File: src/rtl/alu_result_stage_if.sv
// Handshake bundle between the ALU, the result stage and writeback/PC-select.
// The upstream (in_*) and downstream (out_*) sides share one interface instance.
interface alu_result_stage_if #(
  parameter int WIDTH = 64,
  parameter int RA_W  = 5
);
  logic             in_valid;
  logic             in_ready;
  logic [WIDTH-1:0] in_result;
  logic             in_overflow;
  logic             in_zero;
  logic             in_equal;
  logic             in_less;
  logic [RA_W-1:0]  in_rd;
  logic             in_we;
  logic [2:0]       in_br;
  logic [WIDTH-1:0] in_target;

  logic             out_valid;
  logic             out_ready;
  logic [WIDTH-1:0] out_result;
  logic [RA_W-1:0]  out_rd;
  logic             out_we;
  logic             out_taken;
  logic [WIDTH-1:0] out_target;
  logic             out_overflow;
  logic             out_zero;

  modport master (
    output in_valid, in_result, in_overflow, in_zero, in_equal, in_less,
           in_rd, in_we, in_br, in_target, out_ready,
    input  in_ready, out_valid, out_result, out_rd, out_we, out_taken,
           out_target, out_overflow, out_zero
  );

  modport slave (
    input  in_valid, in_result, in_overflow, in_zero, in_equal, in_less,
           in_rd, in_we, in_br, in_target, out_ready,
    output in_ready, out_valid, out_result, out_rd, out_we, out_taken,
           out_target, out_overflow, out_zero
  );
endinterface

File: src/rtl/alu_result_stage.sv
// ALU result register stage: resolves branches, buffers up to two entries
// (main + skid) behind a registered in_ready, and counts taken branches.
module alu_result_stage #(
  parameter int WIDTH = 64,
  parameter int RA_W  = 5,
  parameter int CNT_W = 32
) (
  input  logic               clk,
  input  logic               rst_n,
  input  logic               flush,
  alu_result_stage_if.slave  bus,
  output logic [CNT_W-1:0]   taken_count
);

  typedef struct packed {
    logic [WIDTH-1:0] result;
    logic [WIDTH-1:0] target;
    logic [RA_W-1:0]  rd;
    logic             we;
    logic             taken;
    logic             overflow;
    logic             zero;
  } entry_t;

  localparam logic [CNT_W-1:0] CNT_ONE = {{(CNT_W-1){1'b0}}, 1'b1};

  entry_t           in_entry;
  entry_t           main_q, main_d;
  entry_t           skid_q, skid_d;
  logic             main_vld_q, main_vld_d;
  logic             skid_vld_q, skid_vld_d;
  logic [CNT_W-1:0] cnt_q, cnt_d;
  logic             br_taken;
  logic             accept;
  logic             deliver;

  always_comb begin
    br_taken = 1'b0;
    case (bus.in_br)
      3'd1:    br_taken = bus.in_equal;
      3'd2:    br_taken = !bus.in_equal;
      3'd3:    br_taken = bus.in_less;
      3'd4:    br_taken = !bus.in_less;
      3'd5:    br_taken = 1'b1;
      default: br_taken = 1'b0;
    endcase
  end

  always_comb begin
    in_entry          = '0;
    in_entry.result   = bus.in_result;
    in_entry.target   = bus.in_target;
    in_entry.rd       = bus.in_rd;
    in_entry.we       = bus.in_we && (bus.in_rd != '0);
    in_entry.taken    = br_taken;
    in_entry.overflow = bus.in_overflow;
    in_entry.zero     = bus.in_zero;
  end

  // in_ready is !skid_vld_q, so an accept never coincides with a full skid.
  assign accept  = bus.in_valid && !skid_vld_q;
  assign deliver = main_vld_q && bus.out_ready;

  always_comb begin
    main_d     = main_q;
    main_vld_d = main_vld_q;
    skid_d     = skid_q;
    skid_vld_d = skid_vld_q;
    if (flush) begin
      main_vld_d = 1'b0;
      skid_vld_d = 1'b0;
    end else if (!main_vld_q || bus.out_ready) begin
      if (skid_vld_q) begin
        main_d     = skid_q;
        main_vld_d = 1'b1;
        skid_vld_d = 1'b0;
      end else if (accept) begin
        main_d     = in_entry;
        main_vld_d = 1'b1;
      end else begin
        main_vld_d = 1'b0;
      end
    end else if (accept) begin
      skid_d     = in_entry;
      skid_vld_d = 1'b1;
    end
  end

  // Deliveries in a flush cycle still count; flush never clears the counter.
  always_comb begin
    cnt_d = cnt_q;
    if (deliver && main_q.taken && (cnt_q != '1)) cnt_d = cnt_q + CNT_ONE;
  end

  always_ff @(posedge clk or negedge rst_n) begin
    if (!rst_n) begin
      main_q     <= '0;
      skid_q     <= '0;
      main_vld_q <= 1'b0;
      skid_vld_q <= 1'b0;
      cnt_q      <= '0;
    end else begin
      main_q     <= main_d;
      skid_q     <= skid_d;
      main_vld_q <= main_vld_d;
      skid_vld_q <= skid_vld_d;
      cnt_q      <= cnt_d;
    end
  end

  assign bus.in_ready     = !skid_vld_q;
  assign bus.out_valid    = main_vld_q;
  assign bus.out_result   = main_q.result;
  assign bus.out_rd       = main_q.rd;
  assign bus.out_we       = main_q.we;
  assign bus.out_taken    = main_q.taken;
  assign bus.out_target   = main_q.target;
  assign bus.out_overflow = main_q.overflow;
  assign bus.out_zero     = main_q.zero;
  assign taken_count      = cnt_q;

endmodule

File: src/flat_wrapper.sv
// flat-port wrapper written by rule: the top's interface ports become plain ports
module alu_result_stage_flat 
#(
  parameter int WIDTH = 64,
  parameter int RA_W  = 5,
  parameter int CNT_W = 32
)
  (clk, rst_n, flush, taken_count, bus_in_valid, bus_in_result, bus_in_overflow, bus_in_zero, bus_in_equal, bus_in_less, bus_in_rd, bus_in_we, bus_in_br, bus_in_target, bus_out_ready, bus_in_ready, bus_out_valid, bus_out_result, bus_out_rd, bus_out_we, bus_out_taken, bus_out_target, bus_out_overflow, bus_out_zero);
  alu_result_stage_if #(.WIDTH(WIDTH), .RA_W(RA_W)) bus_i ();
  input  logic clk;
  input  logic rst_n;
  input  logic flush;
  output logic [CNT_W-1:0] taken_count;
  input wire logic [$bits(bus_i.in_valid)-1:0] bus_in_valid;
  input wire logic [$bits(bus_i.in_result)-1:0] bus_in_result;
  input wire logic [$bits(bus_i.in_overflow)-1:0] bus_in_overflow;
  input wire logic [$bits(bus_i.in_zero)-1:0] bus_in_zero;
  input wire logic [$bits(bus_i.in_equal)-1:0] bus_in_equal;
  input wire logic [$bits(bus_i.in_less)-1:0] bus_in_less;
  input wire logic [$bits(bus_i.in_rd)-1:0] bus_in_rd;
  input wire logic [$bits(bus_i.in_we)-1:0] bus_in_we;
  input wire logic [$bits(bus_i.in_br)-1:0] bus_in_br;
  input wire logic [$bits(bus_i.in_target)-1:0] bus_in_target;
  input wire logic [$bits(bus_i.out_ready)-1:0] bus_out_ready;
  output wire logic [$bits(bus_i.in_ready)-1:0] bus_in_ready;
  output wire logic [$bits(bus_i.out_valid)-1:0] bus_out_valid;
  output wire logic [$bits(bus_i.out_result)-1:0] bus_out_result;
  output wire logic [$bits(bus_i.out_rd)-1:0] bus_out_rd;
  output wire logic [$bits(bus_i.out_we)-1:0] bus_out_we;
  output wire logic [$bits(bus_i.out_taken)-1:0] bus_out_taken;
  output wire logic [$bits(bus_i.out_target)-1:0] bus_out_target;
  output wire logic [$bits(bus_i.out_overflow)-1:0] bus_out_overflow;
  output wire logic [$bits(bus_i.out_zero)-1:0] bus_out_zero;
  assign bus_i.in_valid = bus_in_valid;
  assign bus_i.in_result = bus_in_result;
  assign bus_i.in_overflow = bus_in_overflow;
  assign bus_i.in_zero = bus_in_zero;
  assign bus_i.in_equal = bus_in_equal;
  assign bus_i.in_less = bus_in_less;
  assign bus_i.in_rd = bus_in_rd;
  assign bus_i.in_we = bus_in_we;
  assign bus_i.in_br = bus_in_br;
  assign bus_i.in_target = bus_in_target;
  assign bus_i.out_ready = bus_out_ready;
  assign bus_in_ready = bus_i.in_ready;
  assign bus_out_valid = bus_i.out_valid;
  assign bus_out_result = bus_i.out_result;
  assign bus_out_rd = bus_i.out_rd;
  assign bus_out_we = bus_i.out_we;
  assign bus_out_taken = bus_i.out_taken;
  assign bus_out_target = bus_i.out_target;
  assign bus_out_overflow = bus_i.out_overflow;
  assign bus_out_zero = bus_i.out_zero;
  alu_result_stage #(.WIDTH(WIDTH), .RA_W(RA_W), .CNT_W(CNT_W)) u_core (.clk(clk), .rst_n(rst_n), .flush(flush), .bus(bus_i), .taken_count(taken_count));
endmodule
File: config.mk
export PLATFORM = sky130hd
export DESIGN_NAME = alu_result_stage_flat
export DESIGN_NICKNAME = d
export VERILOG_FILES = /design/src/rtl/alu_result_stage_if.sv /design/src/rtl/alu_result_stage.sv /design/src/flat_wrapper.sv
export SDC_FILE = /design/constraint.sdc
export NUM_CORES = 1
export LEC_CHECK = 0
export CAP_MARGIN = 20
export CORE_MARGIN = 5
export CORE_UTILIZATION = 55
export CTS_BUF_LIST = sky130_fd_sc_hd__clkbuf_8
export CTS_CLUSTER_DIAMETER = 30
export DETAILED_ROUTE_END_ITERATION = 8
export PLACE_DENSITY = 0.95
export SLEW_MARGIN = 20
export SYNTH_ARGS = -nofsm -noshare
export SYNTH_HDL_FRONTEND = slang
export SYNTH_SLANG_ARGS = --single-unit
export TNS_END_PERCENT = 30
File: constraint.sdc
create_clock -name clk -period 3.5 [get_ports clk]
set_input_delay 0.35 -clock clk [delete_from_list [all_inputs] [get_ports clk]]
set_output_delay 0.35 -clock clk [all_outputs]
set_load 0.05 [all_outputs]
Word-level counts from Yosys, hierarchy flattened
Index checks and enable logic that the tools add are counted.
{"block": "word_totals", "ff_bits": 308, "in_bits": 146, "output_inout_bits": 171}
{"block": "classes", "addsub": 1, "eq_ne": 6, "n_mux": 10, "n_bitwise": 2, "n_reduce_logical": 16}
{"op": "137-bit 2-to-1 mux", "n": 2}
{"op": "32-bit by 1-bit adder with 32-bit output, second input constant", "n": 1}
{"op": "32-bit inequality test, second input constant", "n": 1}
{"op": "1-bit 2-to-1 mux", "n": 7}
{"op": "3-bit by 2-bit equality test with 1-bit output, second input constant", "n": 2}
{"op": "3-bit equality test, second input constant", "n": 2}
{"op": "3-bit AND reduction", "n": 2}
{"op": "1-bit logical AND", "n": 5}
{"op": "1-bit one-hot mux with 5 select lines", "n": 1}
{"op": "5-bit nonzero test", "n": 1}
{"op": "1-bit logical NOT", "n": 4}
{"op": "2-bit nonzero test", "n": 2}
{"op": "3-bit by 1-bit equality test with 1-bit output, second input constant", "n": 1}
{"op": "3-bit nonzero test", "n": 1}
{"op": "1-bit NOT", "n": 2}
{"op": "1-bit logical OR", "n": 1}

Depth between registers and ports, before layout
Gate-level depths: netlist of run 1.
{"block": "depth", "depth_word": 6, "ltp_mapped": 7, "mapped_depth_nobuf": 6}

Least setup slack after synthesis of run 1
OpenSTA, ideal clock, no wires.
{"block": "synth_path", "path_kind": "flip-flop to flip-flop", "startpoint": "register u_core.cnt_q[0], in the netlist u_core.taken_count[0]", "endpoint": "register u_core.cnt_q[28], in the netlist u_core.taken_count[28]", "setup_ns": 0.125, "arrival_time_ns": 2.307, "t_required_ns": 3.375, "slack_ns": 1.069, "path_stages_with_launch": 7, "n_path_buf": 0, "synth_period_minus_slack_ns": 2.431, "path_cell_list": "dfrtp_1 ha_1 nand4_1 or2_2 or3_1 nor4_1 mux2_2"}
{"block": "synth_between", "elab_chain_len": 2, "elab_cells_between_ends": 3}
{"element": "from (decl)", "line": "alu_result_stage.sv:32", "source": "logic [CNT_W-1:0] cnt_q, cnt_d;"}
{"element": "from (signal assigned)", "line": "alu_result_stage.sv:107", "source": "cnt_q <= cnt_d;"}
{"element": "parallel branches: the longest is 2 deep, another holds 32-bit by 1-bit adder with 32-bit output"}
Several ways; the timed one is not identified.
A chain may end at the register's enable or synchronous reset.

Final worst setup path of run 1
{"block": "layout_path", "startpoint": "register u_core.cnt_q[1], in the netlist u_core.taken_count[1]", "endpoint": "register u_core.cnt_q[7], in the netlist u_core.taken_count[7]"}
Same word-level chain as after synthesis.

==> metrics, run 1 <==
run status finished, final reports clean; clk buf depth 3; Fin. Hold Viols 0; worst-path cell chain ha_1 > nand4_1 > nor4_2 > a31oi_1 > and4_2 > xor2_1; setup TNS 0 ns; routability congestion estimate from global placement 0.873; fraction of registers with async set/reset 100%; Area Overhead vs Synth 37.6%; Area contributors post-synth dfrtp_1 (60%), mux2_2 (12%), mux2i_1 (10%); proportion of layout cells with a drive suffix above 1 17.6%; Worst-Skew Late Latency 0.58 ns; Compound-Gate Fraction of Synth Area 6.37%; reg-to-reg critical path endpoint u_core.taken_count[7]; Arr. time, crit path 2.99 ns; Switch Pwr 0.00365 W; final WL 34,700 um; fin. max-slew vios 0; Pre-antenna DRT Iters 5; core footprint 23,300 sq um; clock share of power 35.3%; Worst-path clk slew 0.06 ns; Setup Viol. Count Final 0; Max Cap Violations 0; GRT Total Usage 25.9%; CTS tree built; post-synthesis area per instance 12.2 sq um; CP max stage cell nor4_2; die height 163 um; Comb pwr share 24.4%; initial antenna violation count 0; Mapped Area 12,900 sq um; simple-gate share of the synthesized area 7.82%; P per Cell Area 652 nW/um^2; Max rail drop VDD 0.417 mV; most instantiated cells after synthesis dfrtp_1 (308), nor2_1 (149), a21oi_1 (143); total gr overflow 0; Max-Slew Margin vs Limit 30.3%; Slew @ Worst Pin 1.04 ns; boundary pin count 317; WS Path Type flop to flop; n_diodes 0; min Tclk post-route 2.56 ns; nets@finish 1,529; CP startpoint kind flop; final worst-path cycle share 73.0%; CTS buffer count 58; FF+latch count, synth 308; unrepaired setup endpoints after global routing no; r2r setup slk 0.94 ns; Synth top area share 59.6%; initial DRC count 472; post-synthesis adder-cell area fraction 0.0967%; Reg2Reg Depth 6; die width 163 um; CP Capture Type flop; Die Area 26,700 sq um; Sink Count 308; reg2reg start u_core.taken_count[1]; required time of the critical path 3.94 ns; htree depth 2; post-CTS sizing 0; worst-path fanout max 12; leakage 7.31 nW; switching fraction of total power 31.5%; clock root buffer clkbuf_8; biggest area consumer among synthesized cells dfrtp_1; Seq/Total Area, Yosys 59.6%; Setup Skew 0.0292 ns; Gate Count Post-Synth 1,059; Hold Path Class primary input to asynchronous set/reset pin; Design Power 0.0116 W; largest net degree at the start of global routing 163; main combinational cell family by area after synthesis multiplexers; yosys warns 0; Vias/cell 5.48; sequential power share 40.3%; Rows 56; Initial Util 55.4%; mux share of post-synthesis cell area 22.4%; Net Count, Synth 1,206; first-pass GRT wire length 55,100 um; Main synth FF type dfrtp_1; count leader, synth dfrtp_1; post-synth cell types 38; drt drc 0; setup bufs post-CTS 0; vias in the first global route 10,400; xor-xnor portion of the synthesized cell area 1.69%; post-DP HPWL 22,200 um; vias post-DR 9,560; EDFF count, synth 0; WL per Instance 19.9 um; PortBufs 316; Hold-fix buffers, CTS 1; max incr delay on CP 0.53 ns; maximum clock frequency 391 MHz; Antenna Nets Post-Route 0; internal power 0.00795 W
==> cell usage in the layout (no fill, tap or decap), drive strengths merged, types with 2 or more instances in the layout <==
master,instances
dfrtp,308
clkinvlp,2
nand4,9
inv,20
nand2,18
or3,2
xor2,7
clkbuf,67
mux2,137
o211ai,2
nand2b,2
buf,10
nand3,20
xnor2,18
and4,3
a21oi,143
nor4,4
o21ai,6
clkdlybuf4s50,315
or4,2
and3,4
clkinv,9
mux2i,135
or2,2
a31oi,3
nor3,9
nor2,149
bufinv,11
==> logic make-up (layout without fill, tap and decap cells) <==
group | Yosys count | in the layout
AO/OA/AOI/OAI | 158 | 158
XOR/XNOR | 25 | 25
adder cells (fa/ha/maj) | 1 | 1
buffers and inverters | 68 | 435
flip-flops | 308 | 308
multiplexers | 272 | 272
AND/OR/NAND/NOR | 227 | 227
==> critical path: cells and delay by family, from the launching register on <==
family / cells / cell delay [ns]
XOR/XNOR: 1 / 0.13
flip-flops: 1 / 0.40
AO/OA/AOI/OAI: 1 / 0.49
adder cells (fa/ha/maj): 1 / 0.21
AND/OR/NAND/NOR: 3 / 1.21
==> area by class of cell <==
class / count / area, sq um
multi-input combinational: 683 / 4970
tap: 319 / 399
sequential: 308 / 7710
clock buffer: 67 / 922
fill: 1346 / 5540
timing repair buffer: 326 / 3310
inverter: 5 / 18.8
clock inverter: 37 / 464
==> per-stage QoR <==
| stage | utilization [%] | instance area, sq um | hold WS (ns) | setup slack (ns) | instances |
|---|---|---|---|---|---|
| 5_1_grt | 76.3 | 17800 | 0.374 | 0.767 | 1745 |
| 3_3_place_gp | 70.3 | 16400 | 0.344 | 1.00 | 1640 |
| 6_report | 76.3 | 17800 | 0.353 | 0.945 | 1745 |
| 3_5_place_dp | 70.3 | 16400 | 0.341 | 0.954 | 1640 |
| 4_1_cts | 76.3 | 17800 | 0.339 | 0.982 | 1745 |
| 2_1_floorplan | - | 12900 | 0.0544 | 1.07 | 1059 |
==> sequential cells by signal, indices dropped and copies added, names as in the netlist <==
signal and flops:
u_core.skid_q 137, u_core.skid_vld_q 1, u_core.bus.out_we 1, u_core.bus.out_target 64
u_core.taken_count 32, u_core.bus.out_valid 1, u_core.bus.out_taken 1, u_core.bus.out_overflow 1
u_core.bus.out_zero 1, u_core.bus.out_result 64, u_core.bus.out_rd 5
==> how the worst max path moves through the flow <==
stage | start | end | cells after the start
after floorplan | u_core.taken_count[0] | u_core.taken_count[28] | 6
after CTS | u_core.taken_count[0] | u_core.taken_count[7] | 6
after detailed placement | bus_out_ready | u_core.taken_count[23] | 6
after global placement | bus_out_ready | u_core.taken_count[21] | 6
after global routing | u_core.taken_count[1] | u_core.taken_count[7] | 6
final | u_core.taken_count[1] | u_core.taken_count[7] | 6
==> power by group through the flow <==
stage | Combinational [W] | Sequential, W | Clock, W
after floorplan | 0.000765 | 0.00560 | 0
after global placement | 0.00272 | 0.00465 | 0
after detailed placement | 0.00281 | 0.00470 | 0
after CTS | 0.00285 | 0.00467 | 0.00417
after global routing | 0.00300 | 0.00475 | 0.00435
final | 0.00283 | 0.00468 | 0.00409
==> routing by layer <==
layer / global-route usage, % / up-vias / wire length (um)
met1: 30.7 / 4759 / 13000
li1: - / 4375 / -
met3: 8.53 / 71 / 2880
met5: 0 / - / 0
met4: 9.30 / 0 / 972
met2: 44.3 / 355 / 17800
(Power assumes the default switching activity.)
==> inputs of run 2 (changes only) <==
--- a/config.mk
+++ b/config.mk
@@ -7,11 +7,11 @@
 export LEC_CHECK = 0
 export CAP_MARGIN = 20
 export CORE_MARGIN = 5
-export CORE_UTILIZATION = 55
+export CORE_UTILIZATION = 46
 export CTS_BUF_LIST = sky130_fd_sc_hd__clkbuf_8
 export CTS_CLUSTER_DIAMETER = 30
 export DETAILED_ROUTE_END_ITERATION = 8
-export PLACE_DENSITY = 0.95
+export PLACE_DENSITY = 0.86
 export SLEW_MARGIN = 20
 export SYNTH_ARGS = -nofsm -noshare
 export SYNTH_HDL_FRONTEND = slang
==> constraint.sdc (replaced) <==
create_clock -name clk -period 2.29 [get_ports clk]
set_input_delay 0.229 -clock clk [delete_from_list [all_inputs] [get_ports clk]]
set_output_delay 0.229 -clock clk [all_outputs]
set_load 0.05 [all_outputs]
==> run 2 against run 1 <==
  * Die area is 18% higher
  * Highest routed layer unchanged
  * Setup slack worse by 0.80 ns
  * Global-route usage is 4.9 points lower
  * Worst hold slack worse by 0.12 ns
  * Non-clock buffer count is 28 higher
==> metrics, run 2 (synthesis results as in run 1) <==
min Tclk post-route 2.14 ns (was 2.56 ns); clock root buffer clkbuf_8 (unchanged); Rows 61 (was 56); leakage 7.56 nW (was 7.31 nW); initial DRC count 533 (was 472); first-pass GRT wire length 53,500 um (was 55,100 um); Worst-path clk slew 0.06 ns (about the same); Comb pwr share 23.5% (was 24.4%); Switch Pwr 0.00567 W (was 0.00365 W); largest net degree at the start of global routing 77 (was 163); Fin. Hold Viols 0 (unchanged); Slew @ Worst Pin 0.605 ns (was 1.04 ns); reg2reg start u_core.taken_count[0] (was u_core.taken_count[1]); CTS buffer count 67 (was 58); final WL 33,200 um (was 34,700 um); Sink Count 308 (unchanged); sequential power share 38.8% (was 40.3%); CP max stage cell dfrtp_2 (was nor4_2); n_diodes 0 (unchanged); worst-path fanout max 4 (was 12); WL per Instance 18.0 um (was 19.9 um); vias post-DR 9,574 (was 9,560); WS Path Type flop to flop (unchanged); final worst-path cycle share 93.6% (was 73.0%); Area Overhead vs Synth 42.1% (was 37.6%); clock share of power 37.7% (was 35.3%); nets@finish 1,566 (was 1,529); switching fraction of total power 30.9% (was 31.5%); Reg2Reg Depth 6 (unchanged); vias in the first global route 10,300 (was 10,400); CP Capture Type flop (unchanged); reg-to-reg critical path endpoint u_core.taken_count[28] (was u_core.taken_count[7]); initial antenna violation count 0 (unchanged); run status finished, final reports clean (unchanged); core footprint 27,800 sq um (was 23,300 sq um); Design Area, Final 18,400 sq um (was 17,800 sq um); drt drc 0 (unchanged); PortBufs 316 (unchanged); setup bufs post-CTS 0 (unchanged); Arr. time, crit path 2.56 ns (was 2.99 ns); Max Cap Violations 0 (unchanged); maximum clock frequency 466 MHz (was 391 MHz); routability congestion estimate from global placement 0.874 (was 0.873); total gr overflow 0 (unchanged); max incr delay on CP 0.39 ns (was 0.53 ns); GRT Total Usage 21.0% (was 25.9%); Hold Path Class primary input to asynchronous set/reset pin (unchanged); r2r setup slk 0.15 ns (was 0.94 ns); Max rail drop VDD 0.728 mV (was 0.417 mV); Worst-Skew Late Latency 0.56 ns (was 0.58 ns); Antenna Nets Post-Route 0 (unchanged); required time of the critical path 2.70 ns (was 3.94 ns); Setup Viol. Count Final 0 (unchanged); setup TNS 0 ns (unchanged); Max-Slew Margin vs Limit 59.7% (was 30.3%); internal power 0.0127 W (was 0.00795 W); CP startpoint kind flop (unchanged); Setup Skew 0.0363 ns (was 0.0292 ns); boundary pin count 317 (unchanged); die width 178 um (was 163 um); Die Area 31,600 sq um (was 26,700 sq um); Vias/cell 5.19 (was 5.48); die height 178 um (was 163 um); CTS tree built (unchanged); clk buf depth 3 (unchanged); Pre-antenna DRT Iters 8 (was 5); max reg flops 137 (unchanged); most frequent cells in the layout clkdlybuf4s50_1 (314), dfrtp_1 (305), nor2_1 (149), a21oi_1 (143), mux2_2 (137) (was clkdlybuf4s50_1 (315), dfrtp_1 (307), nor2_1 (149), a21oi_1 (143), mux2_2 (137)); Initial Util 46.6% (was 55.4%); commonest non-fill, non-tap cell in the layout clkdlybuf4s50_1 (unchanged); htree depth 3 (was 2); unrepaired setup endpoints after global routing no (unchanged); placed instance area 16,800 sq um (was 16,400 sq um); Top reg by flops u_core.skid_q (unchanged); fin. max-slew vios 0 (unchanged); post-DP HPWL 23,200 um (was 22,200 um); proportion of layout cells with a drive suffix above 1 20.3% (was 17.6%); worst-path cell chain ha_1 > nand4_1 > or2_2 > or3_1 > nor4_1 > mux2_2 (was ha_1 > nand4_1 > nor4_2 > a31oi_1 > and4_2 > xor2_1); P per Cell Area 999 nW/um^2 (was 652 nW/um^2)
[run 2: cell count changes in the layout (fill, tap and decap cells not counted), moves of 2 or more]
| cell | delta |
|---|---|
| inv_1 | -4 |
| buf_4 | +21 |
| dfrtp_2 | +2 |
| clkinvlp_4 | +3 |
| buf_12 | +8 |
| clkbuf_8 | +12 |
| dfrtp_1 | -2 |
[run 2: power groups by stage]
stage | sequential, W | combinational (W) | clock (W)
2_1_floorplan | 0.00857 | 0.00117 | 0
3_3_place_gp | 0.00711 | 0.00423 | 0
3_5_place_dp | 0.00719 | 0.00434 | 0
4_1_cts | 0.00712 | 0.00436 | 0.00708
5_1_grt | 0.00725 | 0.00458 | 0.00742
6_report | 0.00712 | 0.00431 | 0.00693
[run 2: critical path, delay by kind of cell, from the launching register on]
| family | cells | cell delay [ns] |
|---|---|---|
| adders and majority gates | 1 | 0.20 |
| muxes | 1 | 0.36 |
| and+or+nand+nor | 4 | 1.05 |
| DFF | 1 | 0.39 |
[run 2: final cells by class]
class / instances / area [sq um]
tap: 378 / 473
clock buffer: 79 / 1090
multi-input combinational: 683 / 4970
clock inverter: 37 / 494
fill: 2033 / 9410
inverter: 5 / 18.8
sequential: 308 / 7710
timing repair buffer: 354 / 3620
[run 2: how the worst max path moves through the flow]
stage | cells after the start | startpoint | end
2_1_floorplan | 5 | u_core.bus.out_valid | u_core.taken_count[21]
3_5_place_dp | 6 | bus_out_ready | u_core.taken_count[21]
6_report | 6 | u_core.taken_count[0] | u_core.taken_count[28]
3_3_place_gp | 6 | bus_out_ready | u_core.taken_count[23]
4_1_cts | 6 | u_core.taken_count[0] | u_core.taken_count[28]
5_1_grt | 6 | u_core.taken_count[0] | u_core.taken_count[28]
[run 2: stage by stage]
| step | setup slack [ns] | cells | utilization, % | hold WS, ns | power (W) |
|---|---|---|---|---|---|
| 2_1_floorplan | -0.0186 | 1059 | - | -0.0666 | 0.00974 |
| 3_3_place_gp | 0.0810 | 1727 | 60.4 | 0.214 | 0.0113 |
| 3_5_place_dp | -0.0166 | 1727 | 60.4 | 0.223 | 0.0115 |
| 4_1_cts | 0.132 | 1844 | 66.1 | 0.210 | 0.0186 |
| 5_1_grt | 0.0294 | 1844 | 66.1 | 0.243 | 0.0192 |
| 6_report | 0.146 | 1844 | 66.1 | 0.230 | 0.0184 |
[run 2: layer usage]
layer	GRT usage, %	wire length [um]	part of all wire, %	vias up
met1	25.1	12800	38	4721
met5	0	0	0	-
met3	7.80	3040	9.1	61
met4	6.61	801	2.4	0
met2	35.4	16600	50	339
li1	-	-	-	4453
[run 2: repair_timing]
action	in CTS	in global routing
hold endpoints to repair	54	0
endpoints found under the setup margin	0	0
hold buffers	1	0
gates resized for setup	0	0
